[src/rtl/cr16_pkg.sv]
// Shared CR16 encodings: opcodes, extension codes, FSM states, condition codes
// and the select encodings used by the register-file write mux and PC mux.
package cr16_pkg;

  typedef enum logic [2:0] {
    ST_FETCH  = 3'd0,
    ST_DECODE = 3'd1,
    ST_EXEC   = 3'd2,
    ST_MEM_RD = 3'd3
  } state_t;

  localparam logic [3:0] OPC_RTYPE = 4'h0;
  localparam logic [3:0] OPC_ANDI  = 4'h1;
  localparam logic [3:0] OPC_ORI   = 4'h2;
  localparam logic [3:0] OPC_XORI  = 4'h3;
  localparam logic [3:0] OPC_MEM   = 4'h4;
  localparam logic [3:0] OPC_ADDI  = 4'h5;
  localparam logic [3:0] OPC_ADDUI = 4'h6;
  localparam logic [3:0] OPC_SHIFT = 4'h8;
  localparam logic [3:0] OPC_SUBI  = 4'h9;
  localparam logic [3:0] OPC_CMPI  = 4'hB;
  localparam logic [3:0] OPC_BCOND = 4'hC;
  localparam logic [3:0] OPC_MOVI  = 4'hD;
  localparam logic [3:0] OPC_LUI   = 4'hF;

  localparam logic [3:0] EXT_ADD   = 4'h5;
  localparam logic [3:0] EXT_SUB   = 4'h9;
  localparam logic [3:0] EXT_CMP   = 4'hB;
  localparam logic [3:0] EXT_LOAD  = 4'h0;
  localparam logic [3:0] EXT_STOR  = 4'h4;
  localparam logic [3:0] EXT_JAL   = 4'h8;
  localparam logic [3:0] EXT_JCOND = 4'hC;

  localparam logic [3:0] CC_EQ = 4'h0, CC_NE = 4'h1, CC_CS = 4'h2, CC_CC = 4'h3;
  localparam logic [3:0] CC_HI = 4'h4, CC_LS = 4'h5, CC_GT = 4'h6, CC_LE = 4'h7;
  localparam logic [3:0] CC_FS = 4'h8, CC_FC = 4'h9, CC_LO = 4'hA, CC_HS = 4'hB;
  localparam logic [3:0] CC_LT = 4'hC, CC_GE = 4'hD, CC_UC = 4'hE, CC_NV = 4'hF;

  localparam logic [1:0] WSEL_ALU = 2'd0;
  localparam logic [1:0] WSEL_MEM = 2'd1;
  localparam logic [1:0] WSEL_PC  = 2'd2;

  localparam logic [1:0] PCSRC_INC = 2'd0;
  localparam logic [1:0] PCSRC_REL = 2'd1;
  localparam logic [1:0] PCSRC_REG = 2'd2;

  // PSR bit positions within {N,Z,F,L,C}
  localparam int PSR_N = 4;
  localparam int PSR_Z = 3;
  localparam int PSR_F = 2;
  localparam int PSR_L = 1;
  localparam int PSR_C = 0;

endpackage

[src/rtl/cr16_control_fsm_cond_eval.sv]
// Branch/jump condition evaluator: decides whether a Bcond/Jcond is taken
// from the 4-bit condition field and the current PSR.
module cond_eval
  import cr16_pkg::*;
(
  input  logic [3:0] i_cond,
  input  logic [4:0] i_psr,
  output logic       o_take
);

  always_comb begin
    o_take = 1'b0;
    case (i_cond)
      CC_EQ: o_take = i_psr[PSR_Z];
      CC_NE: o_take = !i_psr[PSR_Z];
      CC_CS: o_take = i_psr[PSR_C];
      CC_CC: o_take = !i_psr[PSR_C];
      CC_HI: o_take = i_psr[PSR_L];
      CC_LS: o_take = !i_psr[PSR_L];
      CC_GT: o_take = i_psr[PSR_N];
      CC_LE: o_take = !i_psr[PSR_N];
      CC_FS: o_take = i_psr[PSR_F];
      CC_FC: o_take = !i_psr[PSR_F];
      CC_LO: o_take = !i_psr[PSR_L] && !i_psr[PSR_Z];
      CC_HS: o_take = i_psr[PSR_L] || i_psr[PSR_Z];
      CC_LT: o_take = !i_psr[PSR_N] && !i_psr[PSR_Z];
      CC_GE: o_take = i_psr[PSR_N] || i_psr[PSR_Z];
      CC_UC: o_take = 1'b1;
      default: o_take = 1'b0;
    endcase
  end

endmodule

[src/rtl/cr16_control_fsm.sv]
// Multicycle CR16 controller: fetches into IR, decodes ALU/memory/branch
// control, and keeps the PSR updated from the ALU condition outputs.
module cr16_control_fsm
  import cr16_pkg::*;
#(
  parameter int DATA_W = 16,
  parameter int OP_W   = 8
) (
  input  logic              clk,
  input  logic              reset_n,
  input  logic [DATA_W-1:0] mem_rdata,
  input  logic [1:0]        alu_cond_group1,
  input  logic [2:0]        alu_cond_group2,
  output logic [OP_W-1:0]   alu_op,
  output logic              alu_src_imm,
  output logic [DATA_W-1:0] imm_out,
  output logic [3:0]        rf_raddr_a,
  output logic [3:0]        rf_raddr_b,
  output logic [3:0]        rf_waddr,
  output logic              rf_we,
  output logic [1:0]        rf_wsel,
  output logic              mem_addr_sel,
  output logic              mem_we,
  output logic              pc_en,
  output logic [1:0]        pc_src,
  output logic [4:0]        psr_out,
  output logic [2:0]        state_out
);

  state_t            r_state;
  state_t            w_next;
  logic [DATA_W-1:0] r_ir;
  logic [4:0]        r_psr;
  logic [3:0]        w_opc;
  logic [3:0]        w_ext;
  logic              w_is_alu;
  logic              w_is_cmp;
  logic              w_sets_psr;
  logic              w_src_imm;
  logic              w_take;
  logic              w_ir_load;
  logic              w_psr_we;
  logic [4:0]        w_psr_new;

  always_ff @(posedge clk) begin
    if (!reset_n) begin
      r_state <= ST_FETCH;
      r_ir    <= '0;
      r_psr   <= '0;
    end else begin
      r_state <= w_next;
      if (w_ir_load) r_ir <= mem_rdata;
      if (w_psr_we)  r_psr <= w_psr_new;
    end
  end

  assign w_opc      = r_ir[15:12];
  assign w_ext      = r_ir[7:4];
  assign w_psr_new  = {alu_cond_group2[2], alu_cond_group2[1], alu_cond_group1[1],
                       alu_cond_group2[0], alu_cond_group1[0]};
  assign w_is_alu   = w_opc inside {OPC_RTYPE, OPC_ANDI, OPC_ORI, OPC_XORI, OPC_ADDI,
                                    OPC_ADDUI, OPC_SHIFT, OPC_SUBI, OPC_CMPI, OPC_MOVI, OPC_LUI};
  assign w_is_cmp   = (w_opc == OPC_CMPI) || (w_opc == OPC_RTYPE && w_ext == EXT_CMP);
  assign w_sets_psr = (w_opc inside {OPC_ADDI, OPC_SUBI, OPC_CMPI}) ||
                      (w_opc == OPC_RTYPE && w_ext inside {EXT_ADD, EXT_SUB, EXT_CMP});
  // Shift class: only extensions 00xx are the immediate-count forms
  assign w_src_imm  = !(w_opc == OPC_RTYPE || (w_opc == OPC_SHIFT && w_ext[3:2] != 2'b00));

  assign rf_raddr_a = r_ir[11:8];
  assign rf_raddr_b = r_ir[3:0];
  assign rf_waddr   = r_ir[11:8];
  assign psr_out    = r_psr;
  assign state_out  = r_state;

  always_comb begin
    if (w_opc inside {OPC_ADDI, OPC_SUBI, OPC_CMPI, OPC_BCOND}) begin
      imm_out = {{(DATA_W-8){r_ir[7]}}, r_ir[7:0]};
    end else if (w_opc == OPC_SHIFT) begin
      imm_out = {{(DATA_W-4){1'b0}}, r_ir[3:0]};
    end else begin
      imm_out = {{(DATA_W-8){1'b0}}, r_ir[7:0]};
    end
  end

  cond_eval u_cond_eval (
    .i_cond (r_ir[11:8]),
    .i_psr  (r_psr),
    .o_take (w_take)
  );

  always_comb begin
    w_next       = r_state;
    alu_op       = '0;
    alu_src_imm  = 1'b0;
    rf_we        = 1'b0;
    rf_wsel      = WSEL_ALU;
    mem_addr_sel = 1'b0;
    mem_we       = 1'b0;
    pc_en        = 1'b0;
    pc_src       = PCSRC_INC;
    w_psr_we     = 1'b0;
    w_ir_load    = 1'b0;
    case (r_state)
      ST_FETCH:  w_next = ST_DECODE;
      ST_DECODE: begin
        w_ir_load = 1'b1;
        w_next    = ST_EXEC;
      end
      ST_EXEC: begin
        w_next = ST_FETCH;
        pc_en  = 1'b1;
        if (w_is_alu) begin
          alu_op      = (w_opc == OPC_RTYPE || w_opc == OPC_SHIFT) ? {w_opc, w_ext} : {w_opc, 4'b0000};
          alu_src_imm = w_src_imm;
          rf_we       = !w_is_cmp;
          w_psr_we    = w_sets_psr;
        end else if (w_opc == OPC_MEM && w_ext == EXT_LOAD) begin
          mem_addr_sel = 1'b1;
          pc_en        = 1'b0;
          w_next       = ST_MEM_RD;
        end else if (w_opc == OPC_MEM && w_ext == EXT_STOR) begin
          mem_addr_sel = 1'b1;
          mem_we       = 1'b1;
        end else if (w_opc == OPC_MEM && w_ext == EXT_JAL) begin
          rf_we   = 1'b1;
          rf_wsel = WSEL_PC;
          pc_src  = PCSRC_REG;
        end else if (w_opc == OPC_MEM && w_ext == EXT_JCOND) begin
          pc_src = w_take ? PCSRC_REG : PCSRC_INC;
        end else if (w_opc == OPC_BCOND) begin
          pc_src = w_take ? PCSRC_REL : PCSRC_INC;
        end
      end
      ST_MEM_RD: begin
        rf_we   = 1'b1;
        rf_wsel = WSEL_MEM;
        pc_en   = 1'b1;
        w_next  = ST_FETCH;
      end
      default: w_next = ST_FETCH;
    endcase
    // An asserted reset aborts the current instruction before any write lands
    if (!reset_n) begin
      rf_we     = 1'b0;
      mem_we    = 1'b0;
      pc_en     = 1'b0;
      w_psr_we  = 1'b0;
      w_ir_load = 1'b0;
    end
  end

endmodule

[config.mk]
export PLATFORM = sky130hd
export DESIGN_NAME = cr16_control_fsm
export DESIGN_NICKNAME = d
export VERILOG_FILES = /design/src/rtl/cr16_pkg.sv /design/src/rtl/cr16_control_fsm_cond_eval.sv /design/src/rtl/cr16_control_fsm.sv
export SDC_FILE = /design/constraint.sdc
export NUM_CORES = 1
export LEC_CHECK = 0
export CAP_MARGIN = 10
export CORE_ASPECT_RATIO = 1.75
export CORE_MARGIN = 2
export CORE_UTILIZATION = 38
export CTS_CLUSTER_DIAMETER = 100
export DETAILED_ROUTE_END_ITERATION = 6
export PLACE_DENSITY_LB_ADDON = 0.12
export SLEW_MARGIN = 20
export SYNTH_ARGS = -nofsm -noshare
export SYNTH_HDL_FRONTEND = slang
export SYNTH_SLANG_ARGS = --single-unit
[constraint.sdc]
create_clock -name clk -period 1.54 [get_ports clk]
set_input_delay 0.308 -clock clk [delete_from_list [all_inputs] [get_ports clk]]
set_output_delay 0.308 -clock clk [all_outputs]
set_load 0.02 [all_outputs]
==> flow_summary.yaml <==
route:
  wl_per_cell_um: 15.7
  drc_errors: 0
  via_per_inst: 5.07
  routed_wirelength_um: 6040
  antenna_left: 0
  vias: 1957
  drtIter0Drc: 50
  drt-pass1-iter-count: 4
setup_path:
  crit_chain: "mux2i_1, or3_1, a21oi_2, a311oi_4, a2111oi_4, buf_4"
  crit_buf_inv: 1
  crit_family: "compound AO/OA/AOI/OAI gates"
  r2r_setup_slack_ns: -0.14
  critPathSlowestCell: "dfxtp_4"
  timing.rr.end: "psr_out[0]"
  reg2reg_from: "r_ir[12]"
  required_ns: 1.23
  cp_data_arrival_time_ns: 1.92
  start_kind: "register"
  path_class: "register to primary output"
  max_stage_delay_ns: 0.38
  path_depth: 6
  crit_fanout: 4
  r2r_cells: 9
  cp-end-kind: "primary output"
placement:
  pre_cts_ws_ns: -0.848
  place_area_sq_um: 2700
  port_buffers: 74
  gp_congestion: 0.825
  dpl.hpwl_um: 3950
  placedCellCount: 354
pwr:
  p_sw_share_pct: 34.0
  p_leak_uw: 0.00149
  p_sw_uw: 632
  power_frac_seq_pct: 36.0
  peakVddDrop_mv: 0.589
  power.internal_uw: 1230
  p_per_area_nw_per_um2: 573
  power_uw: 1860
  pwr-share-comb_pct: 41.8
  p_clk_share_pct: 22.2
die:
  dieArea_sq_um: 4940
  io_pins: 76
  die_x_um: 54.0
  num_rows: 31
  fp.dieH_um: 91.5
  core_region_area_sq_um: 4190
  start_util_pct: 39.7
synthesis:
  yosysUniqueCellTypes: 49
  synth_flop_cell: "dfxtp_1"
  avgSynthCellArea_sq_um: 7.56
  yosysSeqAreaShare_pct: 27.7
  yosys_warnings: 0
  synth_edf_count: 0
  synth_cells: 220
  syn_area_sq_um: 1660
  syn_nets: 243
  synth_seq_cells: 23
  async_flop_share_pct: 0
timing:
  postLayoutSetupSlackWorst_ns: -0.684
  fin_crit_ns: 2.22
  fmax_mhz: 450
  rsz0062_at_grt: "yes"
  slew_viol_final: 0
  setup_viol: 33
  min_period_over_period_pct: 144
  hold_viol_final: 0
  skew_ns: 0.00234
run:
  max_cap_viol_count: 0
finish:
  finalCoreUtilization_pct: 77.6
  final_cells: 386
  num-nets-final: 361
  drive_gt1_share_pct: 51.3
  diodes: 0
  fin_area_sq_um: 3250
  area_delta_synth_final_pct: 95.5
  multiInputGateArea_sq_um: 1200
  n_fill_cell: 284
  regArea_sq_um: 497
clocking:
  root_buffer: "clkbuf_8"
  h-tree-depth: 1
  clk_latency_ns: 0.28
  cts_hold_buf: 0
  cts_tree: "built"
  clock_sinks: 23
  clockBufferDepth: 2
  clkTransAtPathRegs_ns: 0.09
  cts_inserted_buffers: 3
global_routing:
  track_usage_pct: 24.9
  grt_pass1_vias: 1995
  grt_pass1_wl_um: 9090
  antenna_found_initial: 0
  grt_max_degree: 25
  overflow: 0
worst_hold_path:
  hold_end: "r_ir[0]"
  min-delay-start: "r_ir[0]"
  hp-class: "register to register"
  min_path_cells: 2
run_status:
  status: "finished, violations left"
  failed_checks: "setup timing"
[cells in the final DEF, fill, tap and decap left out, types with 6 or more instances in the layout]
master	synthesis	routed
a21boi_0	15	15
and3_4	0	7
buf_4	25	53
buf_6	1	50
clkdlybuf4s50_1	0	22
dfxtp_1	23	10
dfxtp_4	0	8
dlygate4sd2_1	0	22
mux2i_1	9	8
nand2_1	43	43
nor2_1	11	6
[cell type report]
class	count	area share, %
Timing Repair Buffer	154	44.0
Multi-Input combinational cell	151	36.8
Sequential cell	23	15.3
Tap cell	49	1.89
Clock buffer	3	1.27
Inverter	5	0.577
Clock inverter	1	0.192
[what timing repair did]
item / CTS / global route
endpoints found under the hold margin: 0 / 0
buffers inserted: 19 / 12
resized for setup: 226 / 48
pin swaps: 20 / 22
endpoints found under the setup margin: 57 / 35
[stage by stage]
stage                     TNS, ns  hold WS (ns)
after floorplan            -0.724         0.430
after CTS                   -8.90         0.486
after global placement     -15.49         0.469
final                      -11.40         0.480
after global routing       -12.98         0.517
after detailed placement   -15.70         0.478
[power groups by stage]
stage          Sequential, uW  Clock [uW]  Combinational (uW)
2_1_floorplan             677           0                 344
3_5_place_dp              685           0                 604
4_1_cts                   668         410                 673
5_1_grt                   676         446                 828
6_report                  671         413                 778
3_3_place_gp              683           0                 601
[metal layers]
metal / up-vias / track usage [%] / wire, um
li1: 950 / - / -
met1: 916 / 24.4 / 2210
met2: 72 / 48.5 / 3360
met3: 19 / 2.30 / 220
met4: 0 / 10.2 / 248
met5: - / 0 / 0
[synth_stat cells (3+ instances only)]
cell | n | area [sq um]
mux2i_1 | 9 | 90.1
nor2_1 | 11 | 41.3
clkbuf_1 | 8 | 30.0
buf_4 | 25 | 188
dfxtp_1 | 23 | 460
and3_1 | 7 | 43.8
inv_1 | 5 | 18.8
nor3_1 | 3 | 15.0
nand2b_1 | 8 | 50.1
and2_1 | 3 | 18.8
a21oi_1 | 3 | 15.0
nor2b_1 | 7 | 43.8
nand2_1 | 43 | 161
a21boi_0 | 15 | 113
o21ai_0 | 4 | 20.0
buf_2 | 5 | 25.0
[flip-flops by register name, summed over array words and instances, names as in the netlist]
register / count
r_ir: 16
psr_out: 5
state_out: 2
[worst reg2reg max path: cells and delay by family (launching register included)]
kind	cells	cell delay (ns)
AOI/OAI and AO/OA	1	0.28
buffers and inverters	5	0.57
DFF	1	0.38
muxes	1	0.21
and+or+nand+nor	2	0.17
[cells by family (layout without fill, tap and decap cells)]
group           Yosys count  after routing  share of synthesized area [%]
compound gates           37             37                           16.7
xor+xnor                  2              2                           1.05
buf+inv                  46            163                           16.9
flops                    23             23                           27.7
mux                       9              9                           5.42
other cells               1              1                          0.226
simple gates            102            102                           32.0
[worst max-delay path by stage]
stage,to,start,slack [ns]
floorplan,pc_src[0],r_ir[9],-0.29
global placement,pc_src[0],r_ir[10],-0.84
detailed placement,pc_src[0],r_ir[10],-0.85
CTS,pc_src[0],r_ir[11],-0.67
global route,pc_src[0],r_ir[9],-0.75
finish,pc_src[0],r_ir[10],-0.68
(Power assumes the default switching activity.)
